==> src/rtl/ddr_dmaster_timing_adt_buf_if.sv <==
// ---------------------------------------------------------------------------
// ddr_dmaster_timing_adt_buf_if
//   Avalon-ST style beat interface around the DDR debug-master timing adapter.
//   Carries the upstream beat (no backpressure honoured) and the downstream
//   beat with ready-latency-0 handshake.
//
//   Signals
//     in_valid   upstream beat valid
//     in_data    upstream payload
//     in_ready   advisory "not full" indication back to the source
//     out_valid  downstream beat valid
//     out_data   downstream payload
//     out_ready  downstream ready (ready latency 0)
//
//   Modports
//     master  the side that sources in_* beats and sinks out_* beats
//     slave   the adapter itself
// ---------------------------------------------------------------------------
interface ddr_dmaster_timing_adt_buf_if #(
  parameter int DATA_WIDTH = 8
);
  logic                  in_valid;
  logic [DATA_WIDTH-1:0] in_data;
  logic                  in_ready;
  logic                  out_valid;
  logic [DATA_WIDTH-1:0] out_data;
  logic                  out_ready;

  modport master (
    output in_valid, in_data, out_ready,
    input  in_ready, out_valid, out_data
  );

  modport slave (
    input  in_valid, in_data, out_ready,
    output in_ready, out_valid, out_data
  );
endinterface

==> src/rtl/ddr_dmaster_timing_adt_buf.sv <==
// ---------------------------------------------------------------------------
// ddr_dmaster_timing_adt_buf
//   Timing adapter for the DDR debug-master byte path. The upstream source
//   cannot be stalled, so a FIFO_DEPTH-entry skid FIFO absorbs downstream
//   stalls. Beats arriving while the FIFO is full and not draining are
//   dropped; every drop sets a sticky overflow flag and bumps a saturating
//   counter so losses are never silent.
//
//   Parameters
//     DATA_WIDTH  payload width in bits
//     FIFO_DEPTH  skid entries (power of two, >= 2)
//     CNT_WIDTH   drop counter width (saturating)
//
//   Ports
//     clk           single rising-edge clock
//     reset_n       asynchronous active-low reset
//     bus           beat interface (slave modport)
//     fill_level    FIFO occupancy, 0..FIFO_DEPTH
//     overflow      sticky flag, set on any dropped beat
//     overflow_clr  synchronous clear of overflow and drop_cnt
//     drop_cnt      dropped-beat count, saturates at all-ones
//
//   Configuration macro
//     DDR_TADT_BYPASS_EN  when defined, an empty FIFO lets the input beat
//                         through combinationally (latency 0). When not
//                         defined every beat is registered (latency 1).
// ---------------------------------------------------------------------------
module ddr_dmaster_timing_adt_buf #(
  parameter  int DATA_WIDTH = 8,
  parameter  int FIFO_DEPTH = 4,
  parameter  int CNT_WIDTH  = 8,
  localparam int PTR_W      = $clog2(FIFO_DEPTH),
  localparam int LVL_W      = PTR_W + 1
) (
  input  logic                  clk,
  input  logic                  reset_n,
  ddr_dmaster_timing_adt_buf_if.slave bus,
  output logic [LVL_W-1:0]      fill_level,
  output logic                  overflow,
  input  logic                  overflow_clr,
  output logic [CNT_WIDTH-1:0]  drop_cnt
);

  logic [DATA_WIDTH-1:0] r_mem [FIFO_DEPTH];
  logic [PTR_W-1:0]      r_wrPtr;
  logic [PTR_W-1:0]      r_rdPtr;
  logic [LVL_W-1:0]      r_fillLevel;
  logic                  r_overflow;
  logic [CNT_WIDTH-1:0]  r_dropCnt;

  logic w_empty;
  logic w_full;
  logic w_fifoPop;
  logic w_bypassTake;
  logic w_push;
  logic w_drop;

  assign w_empty = (r_fillLevel == '0);
  assign w_full  = (r_fillLevel == LVL_W'(FIFO_DEPTH));

  // Only a stored beat can be popped; a bypassed beat never touches the FIFO.
  assign w_fifoPop = !w_empty && bus.out_ready;

`ifdef DDR_TADT_BYPASS_EN
  // Empty FIFO: show the live input beat. If downstream takes it this cycle
  // it is consumed directly and must not also be queued.
  assign w_bypassTake  = w_empty && bus.in_valid && bus.out_ready;
  assign bus.out_valid = w_empty ? bus.in_valid : 1'b1;
  assign bus.out_data  = w_empty ? bus.in_data  : r_mem[r_rdPtr];
`else
  assign w_bypassTake  = 1'b0;
  assign bus.out_valid = !w_empty;
  assign bus.out_data  = r_mem[r_rdPtr];
`endif

  // A full FIFO still accepts a beat when its head leaves in the same cycle.
  assign w_push = bus.in_valid && (!w_full || w_fifoPop) && !w_bypassTake;
  assign w_drop = bus.in_valid && w_full && !w_fifoPop;

  // Advisory only; acceptance is decided by w_push, not by this signal.
  assign bus.in_ready = !w_full;

  assign fill_level = r_fillLevel;
  assign overflow   = r_overflow;
  assign drop_cnt   = r_dropCnt;

  // Storage array needs no reset; only pointers and level define validity.
  always_ff @(posedge clk) begin
    if (w_push) begin
      r_mem[r_wrPtr] <= bus.in_data;
    end
  end

  // Pointer and occupancy bookkeeping. Pointers wrap naturally at FIFO_DEPTH.
  always_ff @(posedge clk or negedge reset_n) begin
    if (!reset_n) begin
      r_wrPtr     <= '0;
      r_rdPtr     <= '0;
      r_fillLevel <= '0;
    end else begin
      if (w_push) begin
        r_wrPtr <= r_wrPtr + PTR_W'(1);
      end
      if (w_fifoPop) begin
        r_rdPtr <= r_rdPtr + PTR_W'(1);
      end
      case ({w_push, w_fifoPop})
        2'b10:   r_fillLevel <= r_fillLevel + LVL_W'(1);
        2'b01:   r_fillLevel <= r_fillLevel - LVL_W'(1);
        default: r_fillLevel <= r_fillLevel;
      endcase
    end
  end

  // Drop accounting. A drop in the same cycle as a clear wins, so the new
  // count starts at one rather than being lost.
  always_ff @(posedge clk or negedge reset_n) begin
    if (!reset_n) begin
      r_overflow <= 1'b0;
      r_dropCnt  <= '0;
    end else if (w_drop) begin
      r_overflow <= 1'b1;
      if (overflow_clr) begin
        r_dropCnt <= CNT_WIDTH'(1);
      end else if (r_dropCnt != '1) begin
        r_dropCnt <= r_dropCnt + CNT_WIDTH'(1);
      end
    end else if (overflow_clr) begin
      r_overflow <= 1'b0;
      r_dropCnt  <= '0;
    end
  end

endmodule

==> src/flat_wrapper.sv <==
// flat-port wrapper written by rule: the top's interface ports become plain ports
module ddr_dmaster_timing_adt_buf_flat 
#(
  parameter  int DATA_WIDTH = 8,
  parameter  int FIFO_DEPTH = 4,
  parameter  int CNT_WIDTH  = 8,
  localparam int PTR_W      = $clog2(FIFO_DEPTH),
  localparam int LVL_W      = PTR_W + 1
)
  (clk, reset_n, fill_level, overflow, overflow_clr, drop_cnt, bus_in_valid, bus_in_data, bus_out_ready, bus_in_ready, bus_out_valid, bus_out_data);
  ddr_dmaster_timing_adt_buf_if #(.DATA_WIDTH(DATA_WIDTH)) bus_i ();
  input  logic clk;
  input  logic reset_n;
  output logic [LVL_W-1:0] fill_level;
  output logic overflow;
  input  logic overflow_clr;
  output logic [CNT_WIDTH-1:0] drop_cnt;
  input wire logic [$bits(bus_i.in_valid)-1:0] bus_in_valid;
  input wire logic [$bits(bus_i.in_data)-1:0] bus_in_data;
  input wire logic [$bits(bus_i.out_ready)-1:0] bus_out_ready;
  output wire logic [$bits(bus_i.in_ready)-1:0] bus_in_ready;
  output wire logic [$bits(bus_i.out_valid)-1:0] bus_out_valid;
  output wire logic [$bits(bus_i.out_data)-1:0] bus_out_data;
  assign bus_i.in_valid = bus_in_valid;
  assign bus_i.in_data = bus_in_data;
  assign bus_i.out_ready = bus_out_ready;
  assign bus_in_ready = bus_i.in_ready;
  assign bus_out_valid = bus_i.out_valid;
  assign bus_out_data = bus_i.out_data;
  ddr_dmaster_timing_adt_buf #(.DATA_WIDTH(DATA_WIDTH), .FIFO_DEPTH(FIFO_DEPTH), .CNT_WIDTH(CNT_WIDTH)) u_core (.clk(clk), .reset_n(reset_n), .bus(bus_i), .fill_level(fill_level), .overflow(overflow), .overflow_clr(overflow_clr), .drop_cnt(drop_cnt));
endmodule
==> config.mk <==
export PLATFORM = sky130hd
export DESIGN_NAME = ddr_dmaster_timing_adt_buf_flat
export DESIGN_NICKNAME = d
export VERILOG_FILES = /design/src/rtl/ddr_dmaster_timing_adt_buf_if.sv /design/src/rtl/ddr_dmaster_timing_adt_buf.sv /design/src/flat_wrapper.sv
export SDC_FILE = /design/constraint.sdc
export NUM_CORES = 1
export LEC_CHECK = 0
export ABC_AREA = 1
export ABC_CLOCK_PERIOD_IN_PS = 5100
export BUFFER_PORTS_ARGS = -buffer_cell sky130_fd_sc_hd__buf_2
export CAP_MARGIN = 25
export CORE_UTILIZATION = 62
export CTS_BUF_LIST = sky130_fd_sc_hd__clkbuf_2 sky130_fd_sc_hd__clkbuf_4 sky130_fd_sc_hd__clkbuf_8
export DETAILED_ROUTE_END_ITERATION = 16
export MAX_ROUTING_LAYER = met4
export PLACE_DENSITY = 0.87
export SETUP_SLACK_MARGIN = 0.1
export SYNTH_ARGS = -nofsm -noshare
export SYNTH_HDL_FRONTEND = slang
export SYNTH_SLANG_ARGS = --single-unit
==> constraint.sdc <==
create_clock -name clk -period 5.1 [get_ports clk]
set_input_delay 0.255 -clock clk [delete_from_list [all_inputs] [get_ports clk]]
set_output_delay 0.255 -clock clk [all_outputs]
set_load 0.05 [all_outputs]
Yosys cells after proc, flatten, opt, wreduce, memory -nomap -nowiden. Memory sizes are Yosys's and may differ from the RTL's. Cells that the tools add are included.

Memories: 1. Input bits: 13. Bits in writable memories: 32. Output and inout bits: 22. Flip-flop bits (word level): 16. Word-level logic and storage cells: 37.

Equality and inequality tests: 4. Reduce and logical (&&, ||, !) cells: 13. $add $sub $neg: 5. Mux-type cells: 9.

Memories: u_core.r_mem (depth 4, width 8, rd ports 1, clocked after memory_dff 0, wr ports 1, RTL line ddr_dmaster_timing_adt_buf.sv:44) `logic [DATA_WIDTH-1:0] r_mem [FIFO_DEPTH];`.

Operators with widths (count): 8-bit two-way mux (4); 8-bit by 1-bit adder with 8-bit output, second input constant (1); 8-bit != test, second input constant (1); 3-bit case mux with 2 select lines (1); 2-bit nonzero test (3); 2-bit by 1-bit adder with 2-bit output, second input constant (2); 1-bit logical AND (4); 1-bit two-way mux (4); 3-bit by 1-bit adder with 3-bit output, second input constant (1); 3-bit == test, second input constant (1); 1-bit logical NOT (3); 3-bit logical NOT (1); 3-bit by 1-bit subtractor with 3-bit output, second input constant (1); 2-bit by 1-bit == test with 1-bit output, second input constant (1); 2-bit == test, second input constant (1); 2-bit AND reduction (1); 1-bit logical OR (1).

Depth between registers and ports, before layout.
Depth after elaboration: 7. Gate-level depth with buffers: 10. Mapped depth without buffers: 10.

Worst setup path before layout. No wires, ideal clock.

Path type: register to register. From: register u_core.r_fillLevel[2] (netlist: u_core.fill_level[2]). To: register u_core.r_fillLevel[2] (netlist: u_core.fill_level[2]). Data arrival time: 2313 ps. Required time: 4969 ps. Period minus slack after synthesis: 2443 ps. Setup time: 131 ps. Path buffers: 0. Stages on the path, launching flop included: 11. Slack: 2657 ps. Cell sequence: dfrtp_1 > inv_1 > nand2_1 > nand2_1 > inv_1 > ha_1 > inv_1 > fa_1 > a21oi_1 > o21ai_0 > xor2_1.

Cells in the longest elaborated chain, start to end: 7. Elaborated cells on any way between the ends: 13. Those cells by class: 2 x add/sub; 3 x eq/ne; 1 x mux; 7 x reduce/logical.

Ends and longest elaborated chain: start: declaration (RTL line ddr_dmaster_timing_adt_buf.sv:47) `logic [LVL_W-1:0] r_fillLevel;`; start signal: assignment (RTL line ddr_dmaster_timing_adt_buf.sv:108) `2'b10: r_fillLevel <= r_fillLevel + LVL_W'(1);`; start signal: assignment (RTL line ddr_dmaster_timing_adt_buf.sv:109) `2'b01: r_fillLevel <= r_fillLevel - LVL_W'(1);`; start signal: assignment (RTL line ddr_dmaster_timing_adt_buf.sv:110) `default: r_fillLevel <= r_fillLevel;`; 3-bit logical NOT * (RTL line ddr_dmaster_timing_adt_buf.sv:58) `assign w_empty = (r_fillLevel == '0);`; 1-bit logical NOT *; named net bus_out_valid (RTL line flat_wrapper.sv:22) `output wire logic [$bits(bus_i.out_valid)-1:0] bus_out_valid;`; 1-bit logical AND * (RTL line ddr_dmaster_timing_adt_buf.sv:62) `assign w_fifoPop = !w_empty && bus.out_ready;`; named net u_core.w_fifoPop (RTL line ddr_dmaster_timing_adt_buf.sv:53) `logic w_fifoPop;`; 1-bit logical OR (RTL line ddr_dmaster_timing_adt_buf.sv:77) `assign w_push = bus.in_valid && (!w_full || w_fifoPop) && !w_bypassTake;`; 1-bit logical AND (RTL line ddr_dmaster_timing_adt_buf.sv:77); 2-bit by 1-bit == test with 1-bit output or 2-bit == test (tied branches) (RTL line ddr_dmaster_timing_adt_buf.sv:107) `case ({w_push, w_fifoPop})`; 3-bit case mux with 2 select lines or 2-bit nonzero test (tied branches).

Mark *: on every way through the listed nets, which the timed path passes. The rest lies on a longest branch. A chain may end at the register's enable or synchronous reset.

Final worst setup path.
From: register u_core.r_rdPtr[0]. To: output bus_out_data[2].

Cells in the longest elaborated chain, start to end: 1.

Ends and longest elaborated chain: start: declaration (RTL line ddr_dmaster_timing_adt_buf.sv:46) `logic [PTR_W-1:0] r_rdPtr;`; start signal: assignment (RTL line ddr_dmaster_timing_adt_buf.sv:105) `r_rdPtr <= r_rdPtr + PTR_W'(1);`; memory 4 x 8 bit; end: declaration (RTL line flat_wrapper.sv:23) `output wire logic [$bits(bus_i.out_data)-1:0] bus_out_data;`.

No other way between the ends.

==> summary.md <==
| Metric | Value |
|---|---|
| Die width | `61.02 um` |
| RSZ-0062 raised after global routing | `no` |
| Largest net degree at the start of global routing | `19` |
| Clock Sinks | `48` |
| Area contributors post-synth | `edfxtp_1, dfrtp_1, nand2_1, nor2_1, o21ai_0` |
| Global-route wire length before repair | `5.658 mm` |
| Synthesized area per cell | `10.33 um2` |
| Primary FF master, synth | `edfxtp_1` |
| HPWL Detailed | `2.600 mm` |
| Clk buf depth | `2` |
| DRC viols | `0` |
| Post-CTS setup buffers | `0` |
| Clock Pin Slew Worst Setup and Hold Paths | `0.13 ns` |
| Routed WL | `3.858 mm` |
| Sequential share of power | `40.6%` |
| R2r setup slk | `3.01 ns` |
| Die Span Y | `61.02 um` |
| Post-Synthesis Cells | `209` |
| Tmin final | `2.336 ns` |
| DR WL met2 | `1.927 mm` |
| Layout cell share with drive strength beyond 1 | `20.16%` |
| Count leader, synth | `nand2_1` |
| Internal | `759.1 uW` |
| Outcome | `finished clean` |
| Gp weighted congestion | `0.9606` |
| CORE AREA | `3337 um2` |
| Via count | `1522` |
| Yosys top cell by area | `edfxtp_1` |
| Setup total negative slack | `0 ns` |
| WP data arrival | `2.08 ns` |
| Leakage | `1.102 nW` |
| Vias in the first global route | `1361` |
| TritonCTS Buffers | `5` |
| Clk root buf | `clkbuf_4` |
| Antenna fix cells | `0` |
| Initial cell density of the core | `64.72%` |
| TritonRoute pass-1 iters | `4` |
| Sequential area share after synthesis | `63.04%` |
| Area Growth Syn to Fin | `13.85%` |
| Initial DRC count | `83` |
| H-tree levels | `2` |
| CP Data Required Time | `4.85 ns` |
| Design area | `2459 um2` |
| Final nets | `267` |
| Clock Power Share | `15.7%` |
| Crit end category | `primary output` |
| CP startpoint kind | `flip-flop` |
| Distinct cells, synth | `25` |
| Io pins | `35` |
| Worst-Skew Late Latency | `0.34 ns` |
| Final Skew | `0.008250 ns` |
| Pwr Density | `571.7 nW/um2` |
| CTS Hold Bufs | `1` |
| Die Footprint | `3723 um2` |
| Synth Warn # | `0` |
| Asr flop ratio synth | `33.33%` |
| Max Slew Vio Count | `0` |
| Post-Syn Nets | `229` |
| Initial antenna violation count | `0` |
| Gr ovfl total | `0` |
| Overall routing resource usage | `22.15%` |
| CTS resizes | `0` |
| Fmax | `0.4280 GHz` |
| Maxcap violations | `0` |
| CTS tree | `yes` |
| Top sig layer | `met4` |
| Metal3 WL | `178 um` |
| Rel. slew slack | `48.69%` |
| ANT nets after route | `0` |
| # rows | `21` |
| Commonest cells in the netlist | `nand2_1, nor2_1, edfxtp_1` |
| Share of the synthesized area in the top cell type | `44.50%` |
| Worst hold path type | `in2reg` |
| #FFs+latches synth | `48` |
| Via density | `5.177` |
| Switching pwr | `646.6 uW` |
| Avg WL per Cell | `13.12 um` |
| Peak supply drop | `0.0004265 V` |
| Placed instance area | `2369 um2` |
| Worst-margin pin slew | `0.7669 ns` |
| IO buf count | `34` |
| Wl on met1 | `1.733 mm` |
| Crit Path Max Fanout | `18` |
| Switching part of the total | `46.00%` |
| Post-synth EDFFs | `32` |
| Setup Viol. Count Final | `0` |
| Combinational share of power | `43.7%` |
| Fin. Hold Viols | `0` |
| Setup CP Type | `reg2out` |
| Fin crit share | `45.81%` |
| Post-synthesis cell area | `2160 um2` |
cells by family (layout without fill, tap and decap cells):
kind of cell / count (synthesis) / in the layout / share of synthesized area [%]
and+or+nand+nor: 91 / 91 / 18.02
DFF: 48 / 48 / 63.04
AOI/OAI and AO/OA: 31 / 31 / 7.879
buffers and inverters: 28 / 67 / 5.040
adders and majority gates: 7 / 7 / 4.403
xor gates and xnor gates: 4 / 4 / 1.623
final timing paths:
kind	start	end	cells after the start
worst max-delay path	u_core.r_rdPtr[0]	bus_out_data[2]	4
worst min-delay path	bus_in_data[2]	u_core.r_mem[2][2]	1
worst max register to register	u_core.fill_level[0]	u_core.fill_level[2]	9
worst min register to register	u_core.overflow	u_core.overflow	2
max in group asynchronous	reset_n	u_core.r_wrPtr[0]	2
min in group asynchronous	reset_n	u_core.drop_cnt[5]	2
flip-flops by register name, indices dropped and copies added (netlist names):
name	cells
u_core.r_mem	32
u_core.drop_cnt	8
u_core.fill_level	3
u_core.r_rdPtr	2
u_core.r_wrPtr	2
u_core.overflow	1
critical path, cell delays in order, from the launching register on:
cell     delay, ns
dfrtp_1       0.72
inv_1         0.41
o21ai_0       0.30
o22ai_1       0.09
buf_2         0.21
metal layers:
layer / GRT usage [%] / vias up
li1: - / 773
met1: 25.40 / 701
met2: 36.96 / 46
met3: 5.252 / 2
met4: 10.06 / 0
met5: - / -
final cells by class:
cell class,count,area [um2]
Sequential cell,48,1361
Fill cell,247,878.3
Multi-Input combinational cell,133,689.4
Timing Repair Buffer,35,180.2
Inverter,24,90.09
Tap cell,46,57.56
Clock buffer,6,45.04
Clock inverter,2,35.03
through the flow:
step	worst slack (ns)	std cells	utilization [%]	power (mW)	hold WS, ns
floorplan	2.657	209	-	1.046	-0.04059
global route	2.534	294	73.68	1.485	0.08924
CTS	2.748	294	73.68	1.412	0.08973
finish	2.764	294	73.68	1.406	0.1106
global placement	3.174	285	70.98	1.172	0.1829
detailed placement	3.019	285	70.98	1.192	0.1925
power groups by stage:
stage | Sequential, mW | Clock (mW) | Combinational, mW
3_3_place_gp | 0.573 | 0 | 0.599
5_1_grt | 0.581 | 0.235 | 0.670
3_5_place_dp | 0.579 | 0 | 0.613
2_1_floorplan | 0.597 | 0 | 0.449
4_1_cts | 0.570 | 0.225 | 0.618
6_report | 0.571 | 0.221 | 0.614
cell usage in the layout (no fill, tap or decap), types with 3 or more instances in the layout:
cell and instances:
buf_2 34, clkbuf_4 6, dfrtp_1 16, edfxtp_1 32
ha_1 6, inv_1 23, nand2_1 38, nand2_2 3
nand3_1 7, nor2_1 35, o21ai_0 18, o22ai_1 8
xor2_1 3
Note: power is estimated with default switching activity, not from simulation.
